### src/rtl/timekeeper_ctrl_pkg.sv
// Shared definitions for the timekeeper controller: edit-state encoding,
// field limits, edit_field codes and a wrapping increment helper.
package timekeeper_ctrl_pkg;

   typedef enum logic [1:0] {
      RUN      = 2'd0,
      SET_HOUR = 2'd1,
      SET_MIN  = 2'd2,
      SET_SEC  = 2'd3
   } state_t;

   localparam logic [5:0] SEC_MAX  = 6'd59;
   localparam logic [5:0] MIN_MAX  = 6'd59;
   localparam logic [5:0] HOUR_MAX = 6'd23;

   localparam logic [1:0] FIELD_NONE = 2'd0;
   localparam logic [1:0] FIELD_HOUR = 2'd1;
   localparam logic [1:0] FIELD_MIN  = 2'd2;
   localparam logic [1:0] FIELD_SEC  = 2'd3;

   function automatic logic [5:0] wrap_inc(input logic [5:0] v, input logic [5:0] maxv);
      return (v == maxv) ? 6'd0 : v + 6'd1;
   endfunction

   function automatic logic [1:0] field_of(input state_t s);
      logic [1:0] f;
      case (s)
         SET_HOUR: f = FIELD_HOUR;
         SET_MIN:  f = FIELD_MIN;
         SET_SEC:  f = FIELD_SEC;
         default:  f = FIELD_NONE;
      endcase
      return f;
   endfunction

endpackage

### src/rtl/timekeeper_ctrl_tick_gen.sv
// tick_gen: free-running prescaler for the 1 s tick and the blink phase.
//   clock    - system clock
//   reset    - async active-high reset, count -> 0
//   clear    - synchronous restart of the count at 0
//   tick     - high for one cycle when count == CLK_DIV-1
//   phase_lo - high while count < CLK_DIV/2
module tick_gen #(
   parameter int CLK_DIV = 50000000
) (
   input  logic clock,
   input  logic reset,
   input  logic clear,
   output logic tick,
   output logic phase_lo
);

   localparam int CW = (CLK_DIV > 1) ? $clog2(CLK_DIV) : 1;
   localparam logic [CW-1:0] LAST = CW'(CLK_DIV - 1);
   localparam logic [CW-1:0] HALF = CW'(CLK_DIV / 2);

   logic [CW-1:0] count;

   always_ff @(posedge clock or posedge reset) begin
      if (reset)
         count <= '0;
      else if (clear || count == LAST)
         count <= '0;
      else
         count <= count + CW'(1);
   end

   assign tick     = (count == LAST);
   assign phase_lo = (count < HALF);

endmodule

### src/rtl/timekeeper_ctrl.sv
// timekeeper_ctrl: 24 h clock with a mode/inc button editor.
//   clock, reset        - system clock, async active-high reset
//   mode_btn, inc_btn   - debounced one-cycle button pulses
//   sec, min, hour      - registered time of day
//   edit_field          - 0 none, 1 hour, 2 min, 3 sec
//   blink               - blink enable for the field being edited
//   chime               - one-cycle pulse after each hour rollover in RUN
//
// state    | meaning
// RUN      | time advances on each tick, inc_btn ignored
// SET_HOUR | time frozen, inc_btn bumps hour mod 24
// SET_MIN  | time frozen, inc_btn bumps min mod 60
// SET_SEC  | time frozen, inc_btn bumps sec mod 60; leaving restarts prescaler
module timekeeper_ctrl
   import timekeeper_ctrl_pkg::*;
#(
   parameter int CLK_DIV = 50000000
) (
   input  logic       clock,
   input  logic       reset,
   input  logic       mode_btn,
   input  logic       inc_btn,
   output logic [5:0] sec,
   output logic [5:0] min,
   output logic [5:0] hour,
   output logic [1:0] edit_field,
   output logic       blink,
   output logic       chime
);

   state_t state, state_d;
   logic   tick, phase_lo, clear, inc_ok, run_tick;

   tick_gen #(.CLK_DIV(CLK_DIV)) u_tick_gen (
      .clock    (clock),
      .reset    (reset),
      .clear    (clear),
      .tick     (tick),
      .phase_lo (phase_lo)
   );

   always_comb begin
      state_d = state;
      if (mode_btn) begin
         case (state)
            RUN:      state_d = SET_HOUR;
            SET_HOUR: state_d = SET_MIN;
            SET_MIN:  state_d = SET_SEC;
            default:  state_d = RUN;
         endcase
      end
   end

   // Restart the second on exit from editing so the first one is full length.
   assign clear    = mode_btn && (state == SET_SEC);
   // A simultaneous mode press wins; the increment is dropped.
   assign inc_ok   = inc_btn && !mode_btn;
   assign run_tick = tick && (state == RUN);
   assign blink    = (state != RUN) && phase_lo;

   // edit_field is registered from the next state so it lines up with state.
   always_ff @(posedge clock or posedge reset) begin
      if (reset) begin
         state      <= RUN;
         edit_field <= FIELD_NONE;
      end else begin
         state      <= state_d;
         edit_field <= field_of(state_d);
      end
   end

   always_ff @(posedge clock or posedge reset) begin
      if (reset) begin
         sec   <= '0;
         min   <= '0;
         hour  <= '0;
         chime <= 1'b0;
      end else begin
         chime <= run_tick && (sec == SEC_MAX) && (min == MIN_MAX);
         case (state)
            RUN: begin
               if (tick) begin
                  sec <= wrap_inc(sec, SEC_MAX);
                  if (sec == SEC_MAX) begin
                     min <= wrap_inc(min, MIN_MAX);
                     if (min == MIN_MAX)
                        hour <= wrap_inc(hour, HOUR_MAX);
                  end
               end
            end
            SET_HOUR: if (inc_ok) hour <= wrap_inc(hour, HOUR_MAX);
            SET_MIN:  if (inc_ok) min  <= wrap_inc(min, MIN_MAX);
            default:  if (inc_ok) sec  <= wrap_inc(sec, SEC_MAX);
         endcase
      end
   end

endmodule

### config.mk
export PLATFORM = sky130hd
export DESIGN_NAME = timekeeper_ctrl
export DESIGN_NICKNAME = d
export VERILOG_FILES = /design/src/rtl/timekeeper_ctrl_pkg.sv /design/src/rtl/timekeeper_ctrl_tick_gen.sv /design/src/rtl/timekeeper_ctrl.sv
export SDC_FILE = /design/constraint.sdc
export NUM_CORES = 1
export LEC_CHECK = 0
export ABC_CLOCK_PERIOD_IN_PS = 6200
export BUFFER_PORTS_ARGS = -buffer_cell sky130_fd_sc_hd__buf_2
export CAP_MARGIN = 10
export CELL_PAD_IN_SITES_DETAIL_PLACEMENT = 1
export CELL_PAD_IN_SITES_GLOBAL_PLACEMENT = 1
export CORE_MARGIN = 3
export CORE_UTILIZATION = 25
export DETAILED_ROUTE_END_ITERATION = 12
export GPL_ROUTABILITY_DRIVEN = 0
export PLACE_DENSITY_LB_ADDON = 0.3
export SYNTH_ARGS = -nofsm -noshare
export SYNTH_HDL_FRONTEND = slang
export SYNTH_HIERARCHICAL = 1
export SYNTH_SLANG_ARGS = --single-unit
### constraint.sdc
create_clock -name clock -period 6.2 [get_ports clock]
set_input_delay 1.24 -clock clock [delete_from_list [all_inputs] [get_ports clock]]
set_output_delay 1.24 -clock clock [all_outputs]
set_load 0.05 [all_outputs]
==> results.json <==
{
  "worstHoldStart": "sec[1]",
  "fin_crit_sh": 0.5520,
  "dieWidth_um": 112.2,
  "r2r_cells": 7,
  "fin_util": 0.2957,
  "final.setup_skew_ns": 0.007568,
  "ctsResizeCount": 0,
  "core.rowCount": 38,
  "avgSynthCellArea_um2": 10.00,
  "yosys_warnings": 6,
  "timing.rr.end": "hour[1]",
  "wl_um": 6698,
  "dpl.hpwl_um": 4946,
  "p_sw_frac": 0.4455,
  "nFillCells": 1265,
  "cp-end-kind": "primary output",
  "min_to": "sec[1]",
  "rsz0062_at_grt": "false",
  "hold_depth": 2,
  "cts.sinks": 49,
  "grt_first_pass_wirelength_um": 11810,
  "drc": 0,
  "drt_iter0_drc": 41,
  "syn_inst": 282,
  "max_freq_ghz": 0.2922,
  "worst_pin_slew_ns": 1.048,
  "avgRoutedWirePerCell_um": 14.95,
  "power_frac_seq": 0.368,
  "r2r_setup_slack_ns": 3.12,
  "initial_core_util": 0.2579,
  "synth_cell_types": 57,
  "clockRootBuffer": "clkbuf_16",
  "final_nets": 320,
  "power_frac_comb": 0.412,
  "ys.flop_type": "dfrtp_1",
  "timing.final.hold_violations": 0,
  "power_leakage_nw": 1.363,
  "cts_buffers": 5,
  "insertion_delay_ns": 0.29,
  "synth_edf_count": 0,
  "start_kind": "register",
  "track_usage": 0.1131,
  "maxCapViolations": 0,
  "placed_cell_area_um2": 3075,
  "globalRouteOverflowTotal": 0,
  "outcome": "finished, final reports clean",
  "via_count": 2216,
  "power_switching_mw": 0.5882,
  "worstSetupPathType": "register to primary output",
  "place_inst": 440,
  "first_pass_iters": 3,
  "cts_tree": "built",
  "area_growth_pct": 14.64,
  "port_buffers": 25,
  "tns_ns": 0,
  "post_cts_buffers": 0,
  "pwr-share-clk": 0.220,
  "finish.instance_area_um2": 3233,
  "p_per_area_nw_per_um2": 408.4,
  "via_per_inst": 4.946,
  "num_antenna_cells": 0,
  "min_period_ns": 3.422,
  "slew_violations": 0,
  "coreArea_um2": 10940,
  "worstReg2RegStart": "u_tick_gen/count[18]",
  "htree_num_levels": 2,
  "grt_max_degree": 27,
  "async_flop_share": 1.000,
  "holdCritPathClass": "register to register",
  "antenna_found_initial": 0,
  "ys_seq_area_frac": 0.4348,
  "slew_headroom": 0.3009,
  "synth_area_um2": 2820,
  "cts_max_path_buffers": 2,
  "p_int_mw": 0.7322,
  "clk_pin_slew_ns": 0.07,
  "cp_data_required_time_ns": 4.96,
  "ant_nets": 0,
  "die_h_um": 112.2,
  "peakVddDrop_uv": 218.0,
  "final_common_cell": "dfrtp_1",
  "synth-seq-cells": 49,
  "worst_ep_arrival_time_ns": 2.18,
  "syn-num-nets": 295,
  "grt_pass1_vias": 2362,
  "dieArea_um2": 12590,
  "crit_fanout": 7,
  "instances_no_fill": 448,
  "timing.hold.ws_ns": 0.5243,
  "setup-violations-final": 0,
  "cts_hold_buf": 0,
  "ios": 26,
  "layout_common_cells": "dfrtp_1, buf_2, nand2_1",
  "drive_gt1_frac": 0.2175
}
-- flip-flops by register name, indices dropped and copies added, names as in the netlist --
register / flops
chime: 1
sec: 6
min: 6
hour: 6
edit_field: 2
u_tick_gen/count: 26
state: 2
-- worst max path at each step --
stage,start,endpoint,slack [ns],cells past startpoint
floorplan,u_tick_gen/count[8],blink,3.31,5
global placement,u_tick_gen/count[16],hour[1],3.16,7
detailed placement,u_tick_gen/count[8],blink,3.09,6
CTS,u_tick_gen/count[8],blink,2.78,6
global route,u_tick_gen/count[8],blink,2.65,6
finish,u_tick_gen/count[8],blink,2.78,6
-- per-layer routing --
metal / share of wire / track usage
met1: 0.48 / 0.1473
met4: 0.012 / 0.02644
met5: 0 / 0
met2: 0.48 / 0.1919
met3: 0.026 / 0.02534
-- worst max-delay path, stage by stage, from the launching register on --
cell and delay [ns]:
dfrtp_1 0.45, or4_4 0.54, nor2_1 0.10, o31ai_1 0.09
a31oi_1 0.28, and2b_1 0.17, buf_2 0.26
-- through the flow --
| stage | worst slack (ns) | power (mW) |
|---|---|---|
| after global routing | 2.650 | 1.413 |
| after CTS | 2.777 | 1.342 |
| after global placement | 3.163 | 1.035 |
| after detailed placement | 3.093 | 1.046 |
| after floorplan | 3.306 | 0.9112 |
| final | 2.778 | 1.320 |
-- power by group through the flow --
| stage | clock [mW] | combinational [mW] | sequential [mW] |
|---|---|---|---|
| floorplan | 0 | 0.271 | 0.640 |
| global placement | 0 | 0.540 | 0.495 |
| detailed placement | 0 | 0.550 | 0.497 |
| CTS | 0.300 | 0.553 | 0.489 |
| global route | 0.314 | 0.593 | 0.506 |
| finish | 0.291 | 0.543 | 0.486 |
-- synthesized netlist by cell type (2+ instances only) --
cell / instances / area (µm²)
nand3_1: 17 / 85.08
nand2_1: 23 / 86.33
nand4_1: 6 / 37.54
nor3_1: 3 / 15.01
or3_1: 6 / 37.54
nand3b_1: 2 / 15.01
and3_1: 4 / 25.02
o31ai_1: 12 / 90.09
o211ai_1: 4 / 30.03
nand2b_1: 4 / 25.02
mux2_4: 2 / 30.03
and2b_1: 2 / 15.01
a21oi_1: 13 / 65.06
xnor2_1: 6 / 52.55
nor2_1: 5 / 18.77
nor2_2: 14 / 87.58
or4_4: 2 / 22.52
xor2_1: 10 / 87.58
ha_1: 9 / 112.6
o21ai_1: 2 / 10.01
or4_1: 10 / 75.07
a21o_1: 3 / 22.52
and4_1: 3 / 26.28
nor4_1: 2 / 12.51
a21oi_2: 2 / 17.52
nor3b_1: 2 / 15.01
o2bb2ai_1: 2 / 17.52
clkbuf_1: 5 / 18.77
dfrtp_1: 49 / 1226
o21ai_0: 14 / 70.07
buf_6: 3 / 33.78
a31oi_1: 3 / 18.77
inv_1: 11 / 41.29
and2_1: 2 / 12.51
nand4b_1: 3 / 26.28
-- cell families after synthesis --
family | synth area share
and+or+nand+nor | 0.2697
xor gates and xnor gates | 0.04969
AOI/OAI and AO/OA | 0.1544
DFF | 0.4348
muxes | 0.01819
buffers and inverters | 0.03327
adders and majority gates | 0.03993
-- cell type report --
type / instances / area (µm²) / area share
clock buffer: 7 / 152.6 / 0.04721
clock inverter: 1 / 5.005 / 0.001548
inverter: 11 / 41.29 / 0.01277
multi-input combinational: 214 / 1500 / 0.4640
sequential: 49 / 1226 / 0.3793
tap: 140 / 175.2 / 0.05418
timing repair buffer: 26 / 132.6 / 0.04102
Note: power is estimated with default switching activity, not from simulation.
